`src/rtl/jpeg_byte_stuffer.sv`:
```
// Packs right-aligned Huffman codes MSB-first into bytes, stuffs 0x00 after 0xFF, 1-pads the tail.
// Define JPEG_STUFF_EOI_EN to append the FF D9 end-of-image marker after each frame.
module jpeg_byte_stuffer #(
  parameter int ACC_W   = 32,
  parameter int MAX_LEN = 16
) (
  input  logic        clk,
  input  logic        rst_n,
  input  logic        in_valid,
  output logic        in_ready,
  input  logic [15:0] in_code,
  input  logic [4:0]  in_len,
  input  logic        in_last,
  output logic        out_valid,
  input  logic        out_ready,
  output logic [7:0]  out_data,
  output logic        out_last
);

  localparam int CW = $clog2(ACC_W + 1);

`ifdef JPEG_STUFF_EOI_EN
  localparam logic DATA_LAST = 1'b0;
  typedef enum logic [2:0] {RUN, STUFF, FLUSH, DONE, EOI_FF, EOI_D9} state_t;
`else
  localparam logic DATA_LAST = 1'b1;
  typedef enum logic [2:0] {RUN, STUFF, FLUSH, DONE} state_t;
`endif

  state_t           state_reg;
  state_t           stuff_ret_reg;
  logic             stuff_last_reg;
  logic [ACC_W-1:0] acc_reg;
  logic [CW-1:0]    cnt_reg;
  logic             ready_en_reg;
  logic             out_valid_reg;
  logic [7:0]       out_data_reg;
  logic             out_last_reg;

  logic             accept;
  logic             last_in;
  logic             load_ok;
  logic [ACC_W-1:0] len_mask;
  logic [ACC_W-1:0] code_ext;
  logic [ACC_W-1:0] acc_app;
  logic [CW-1:0]    cnt_app;
  logic [CW:0]      sh;
  logic [7:0]       top_app;
  logic [7:0]       top_reg;
  logic [7:0]       pad_byte;
  logic [7:0]       flush_byte;
  logic             flush_end;

  assign out_valid = out_valid_reg;
  assign out_data  = out_data_reg;
  assign out_last  = out_last_reg;

  assign in_ready = ready_en_reg && (state_reg == RUN) &&
                    (cnt_reg <= CW'(ACC_W - MAX_LEN));
  assign accept   = in_valid && in_ready;
  assign last_in  = accept && in_last;
  assign load_ok  = !out_valid_reg || out_ready;

  for (genvar gi = 0; gi < ACC_W; gi++) begin : g_mask
    assign len_mask[gi] = (32'(gi) < 32'(in_len));
  end

  // The accumulator is MSB-aligned: the top cnt bits are valid, everything below is zero.
  assign code_ext = ACC_W'(in_code) & len_mask;
  assign sh       = (CW+1)'(ACC_W) - {1'b0, cnt_reg} - (CW+1)'(in_len);
  assign acc_app  = accept ? (acc_reg | (code_ext << sh)) : acc_reg;
  assign cnt_app  = accept ? (cnt_reg + CW'(in_len)) : cnt_reg;
  assign top_app  = acc_app[ACC_W-1 -: 8];
  assign top_reg  = acc_reg[ACC_W-1 -: 8];
  assign pad_byte = top_reg | (8'hFF >> cnt_reg[2:0]);

  assign flush_byte = (cnt_reg >= CW'(8)) ? top_reg : pad_byte;
  assign flush_end  = (cnt_reg <= CW'(8));

  always_ff @(posedge clk) begin
    if (!rst_n) begin
      state_reg      <= RUN;
      stuff_ret_reg  <= RUN;
      stuff_last_reg <= 1'b0;
      acc_reg        <= '0;
      cnt_reg        <= '0;
      ready_en_reg   <= 1'b0;
      out_valid_reg  <= 1'b0;
      out_data_reg   <= 8'h00;
      out_last_reg   <= 1'b0;
    end else begin
      ready_en_reg <= 1'b1;
      acc_reg      <= acc_app;
      cnt_reg      <= cnt_app;
      if (load_ok) out_valid_reg <= 1'b0;

      case (state_reg)
        RUN: begin
          // Popping from the merged view lets a wide code reach the output next cycle.
          if (load_ok && (cnt_app >= CW'(8))) begin
            out_valid_reg <= 1'b1;
            out_data_reg  <= top_app;
            acc_reg       <= acc_app << 8;
            cnt_reg       <= cnt_app - CW'(8);
            if (top_app == 8'hFF) begin
              out_last_reg   <= 1'b0;
              state_reg      <= STUFF;
              stuff_ret_reg  <= last_in ? FLUSH : RUN;
              stuff_last_reg <= last_in && (cnt_app == CW'(8));
            end else begin
              out_last_reg <= DATA_LAST && last_in && (cnt_app == CW'(8));
              if (last_in) state_reg <= FLUSH;
            end
          end else if (last_in) begin
            state_reg <= FLUSH;
          end
        end
        STUFF: begin
          if (load_ok) begin
            out_valid_reg <= 1'b1;
            out_data_reg  <= 8'h00;
            out_last_reg  <= DATA_LAST && stuff_last_reg;
            state_reg     <= stuff_ret_reg;
          end
        end
        FLUSH: begin
          if (cnt_reg == '0) begin
`ifdef JPEG_STUFF_EOI_EN
            state_reg <= EOI_FF;
`else
            state_reg <= DONE;
`endif
          end else if (load_ok) begin
            out_valid_reg <= 1'b1;
            out_data_reg  <= flush_byte;
            acc_reg       <= acc_reg << 8;
            cnt_reg       <= flush_end ? '0 : (cnt_reg - CW'(8));
            if (flush_byte == 8'hFF) begin
              out_last_reg   <= 1'b0;
              state_reg      <= STUFF;
              stuff_ret_reg  <= FLUSH;
              stuff_last_reg <= flush_end;
            end else begin
              out_last_reg <= DATA_LAST && flush_end;
            end
          end
        end
`ifdef JPEG_STUFF_EOI_EN
        EOI_FF: begin
          if (load_ok) begin
            out_valid_reg <= 1'b1;
            out_data_reg  <= 8'hFF;
            out_last_reg  <= 1'b0;
            state_reg     <= EOI_D9;
          end
        end
        EOI_D9: begin
          if (load_ok) begin
            out_valid_reg <= 1'b1;
            out_data_reg  <= 8'hD9;
            out_last_reg  <= 1'b1;
            state_reg     <= DONE;
          end
        end
`endif
        DONE: begin
          acc_reg   <= '0;
          cnt_reg   <= '0;
          state_reg <= RUN;
        end
        default: state_reg <= RUN;
      endcase
    end
  end

endmodule
```
`config.mk`:
```
export PLATFORM = sky130hd
export DESIGN_NAME = jpeg_byte_stuffer
export DESIGN_NICKNAME = d
export VERILOG_FILES = /design/src/rtl/jpeg_byte_stuffer.sv
export SDC_FILE = /design/constraint.sdc
export NUM_CORES = 1
export LEC_CHECK = 0
export ABC_AREA = 1
export BUFFER_PORTS_ARGS = -buffer_cell sky130_fd_sc_hd__buf_4
export CORE_MARGIN = 1
export CORE_UTILIZATION = 50
export CTS_CLUSTER_SIZE = 30
export DETAILED_ROUTE_END_ITERATION = 10
export PLACE_DENSITY_LB_ADDON = 0.08
export SYNTH_ARGS = -nofsm -noshare
export SYNTH_HDL_FRONTEND = slang
export SYNTH_SLANG_ARGS = --single-unit
```
`constraint.sdc`:
```
create_clock -name clk -period 3.6 [get_ports clk]
set_clock_uncertainty 0.05 [all_clocks]
set_input_delay 0.36 -clock clk [delete_from_list [all_inputs] [get_ports clk]]
set_output_delay 0.36 -clock clk [all_outputs]
set_load 0.01 [all_outputs]
```
==> results_dict.tcl <==
set metrics [dict create \
    status "finished clean" \
    drive_gt1_share_pct 17.7 \
    cts_tree "done" \
    vias 5868 \
    ys_ff_latch 54 \
    grt_pass1_vias 5604 \
    hpwl_mm 12.6 \
    synth_adder_area_share_pct 4.63 \
    synth-edff-count 0 \
    max-vdd-ir-drop_v 0.000207 \
    n_antenna_cell 0 \
    synth-compound-area-share_pct 18.4 \
    ant_nets 0 \
    totalWireLength_mm 16.6 \
    max-slew-margin-rel_pct 52.6 \
    grtUsageMet2_pct 50.0 \
    synth-xor-area-share_pct 1.18 \
    cp.arrival_ps 3550 \
    cp_max_fo 7 \
    synthMuxAreaShare_pct 0.425 \
    largest_reg_flops 32 \
    reg2reg_to "state_reg[1]" \
    grt_max_degree 40 \
    syn_inst 869 \
    place_area_um2 5700 \
    tightest_slew_ps 705 \
    holdPathEnd "ready_en_reg" \
    yosysWarnings 0 \
    cp-end-kind "flip-flop" \
    clk_pin_slew_ps 100 \
    clock-sinks 54 \
    ys_async_sr_fraction_pct 0 \
    internal-power_uw 1280 \
    drtPass1Iterations 5 \
    htreeDepth 2 \
    cp-start-kind "flip-flop" \
    hold_viol 0 \
    synthDistinctLibCells 56 \
    power_frac_clock_pct 14.1 \
    wl_per_cell_um 16.0 \
    nNetsFinal 946 \
    root_buffer "clkbuf_8" \
    regArea_um2 1090 \
    cap_viol_max_count 0 \
    fp-row-count 37 \
    reg2reg_from "cnt_reg[3]" \
    rr_worst_depth 23 \
    synth_area_leader_cell "dfxtp_1" \
    synth_top_area_share_pct 20.4 \
    hp-start "rst_n" \
    combPwrFrac_pct 59.5 \
    min_period_ps 3350 \
    synth.avg_cell_area_um2 6.09 \
    io_buffer_count 36 \
    p_per_area_nw_per_um2 425 \
    grt_util_met3_pct 4.37 \
    p_sw_uw 1230 \
    fp.dieH_um 105 \
    holdPathStages 1 \
    cts_made_buffers 5 \
    p_total_uw 2510 \
    synth_top_family_by_area "simple AND/OR/NAND/NOR gates" \
    synth_area_leaders "dfxtp_1, nand2_1, nand3_1" \
    switching_share_pct 49.0 \
    grt.overflow.total 0 \
    antenna_found_initial 0 \
    clockBufferDepth 2 \
    netlist_area_um2 5290 \
    multi_input_area_um2 3620 \
    dieWidth_um 105 \
    core_area_um2 10300 \
    syn_to_final_growth_pct 11.6 \
    tns_ps 0 \
    grt_pass1_wl_mm 26.9 \
    post-route-period-util_pct 93.1 \
    fmax_mhz 298 \
    reg2reg_slack_ps 250 \
    setup_viol 0 \
    clk-insertion-delay-late_ps 310 \
    gr-usage-met1_pct 40.4 \
    syn-num-nets 914 \
    synth_ff_type "dfxtp_1" \
    drv_slew 0 \
    drt_iter0_drc 432 \
    fillers 1036 \
    gp_congestion 0.938 \
    synth.top_cells.by_count "nand2_1, inv_1, nand3_1, nor2_1, o21ai_0" \
    grt.busiest_layer "met2" \
    grt_usage_pct 30.3 \
    synth-simple-area-share_pct 42.5 \
    initial_utilization_pct 51.5 \
    leakagePower_uw 0.00286 \
    io_pins 37 \
    required_ps 3800 \
    drc 0 \
    seq_area_frac_synth_pct 20.4 \
    yosysMostFrequentCell "nand2_1" \
    crit_type "reg2reg" \
    power_frac_seq_pct 26.4 \
    viasPerCell 5.65 \
    design.die.area_um2 11000 \
    fin_area_um2 5910 \
    hold_path.class "in2reg" \
]
-- cells by family after synthesis --
| logic type | after synthesis |
|---|---|
| and+or+nand+nor | 464 |
| AOI/OAI and AO/OA | 166 |
| buffers and inverters | 159 |
| DFF | 54 |
| adders and majority gates | 19 |
| xor gates and xnor gates | 5 |
| other | 1 |
| muxes | 1 |
-- critical path, cell delays in order (launching register included) --
cell	delay, ps
dfxtp_1	360
inv_1	100
ha_4	310
ha_4	210
nand3_1	110
nand2_1	90
nor2_1	360
nand2_4	170
buf_4	180
nand4_2	60
nand3_1	120
nand3_1	80
nand2_1	130
nand2_1	110
nand3_1	70
nand2_1	120
nand2_1	120
nand2_2	110
nor2_4	40
nand3_2	90
nand3_1	90
nand2_1	70
nand2_1	40
a21oi_1	100
-- metrics by stage --
step / cells / utilization, % / hold WS (ps) / setup slack [ps]
after floorplan: 869 / - / 338 / 556
after global placement: 1025 / 55.5 / 428 / 77.1
after detailed placement: 1025 / 55.5 / 434 / -9.86
after CTS: 1033 / 56.4 / 347 / 130
after global routing: 1038 / 57.5 / 347 / -2.83
final: 1038 / 57.5 / 342 / 247
-- cells in the final DEF, fill, tap and decap left out, types with 8 or more instances in the layout --
cell type	instances
buf_4	56
inv_2	14
o211ai_1	13
a31oi_1	10
a21oi_1	45
nand2_2	19
inv_1	108
nand3_1	99
nand3_2	9
dfxtp_1	51
o221ai_1	8
o21ai_0	58
nor2_1	71
ha_1	15
nand2_1	207
nand4_2	10
nand4_1	10
nor2_2	10
-- power groups by stage --
stage,combinational [uW],clock (uW),sequential (uW)
finish,1490,355,662
global route,1650,383,666
CTS,1410,360,661
detailed placement,1410,0,675
global placement,1400,0,673
floorplan,1040,0,679
-- cell type report --
| cell class | count | area share (%) |
|---|---|---|
| clock buffers | 7 | 1.46 |
| clock inverters | 1 | 0.0847 |
| inverters | 125 | 8.01 |
| multi-input cells | 657 | 61.4 |
| flip-flops and latches | 54 | 18.4 |
| well taps | 136 | 2.88 |
| repair buffers | 58 | 7.79 |
-- layer usage --
metal | wire length, um | up-vias
li1 | - | 2918
met1 | 7460 | 2686
met2 | 7520 | 228
met3 | 1120 | 36
met4 | 518 | 0
met5 | 0 | -
-- what timing repair did --
item,in CTS,in global routing
gates resized for setup,0,13
buffers inserted,0,4
endpoints found under the hold margin,0,0
hold buffers,0,0
endpoints found under the setup margin,0,9
-- worst max-delay path by stage --
| stage | from | end | slack, ps |
|---|---|---|---|
| final | cnt_reg[3] | state_reg[1] | 250 |
| after global routing | cnt_reg[4] | state_reg[1] | -3 |
| after CTS | cnt_reg[3] | stuff_ret_reg[1] | 130 |
| after detailed placement | in_len[3] | stuff_ret_reg[1] | -10 |
| after global placement | in_len[3] | stuff_ret_reg[1] | 80 |
| after floorplan | cnt_reg[4] | stuff_last_reg | 560 |
(Power assumes the default switching activity.)
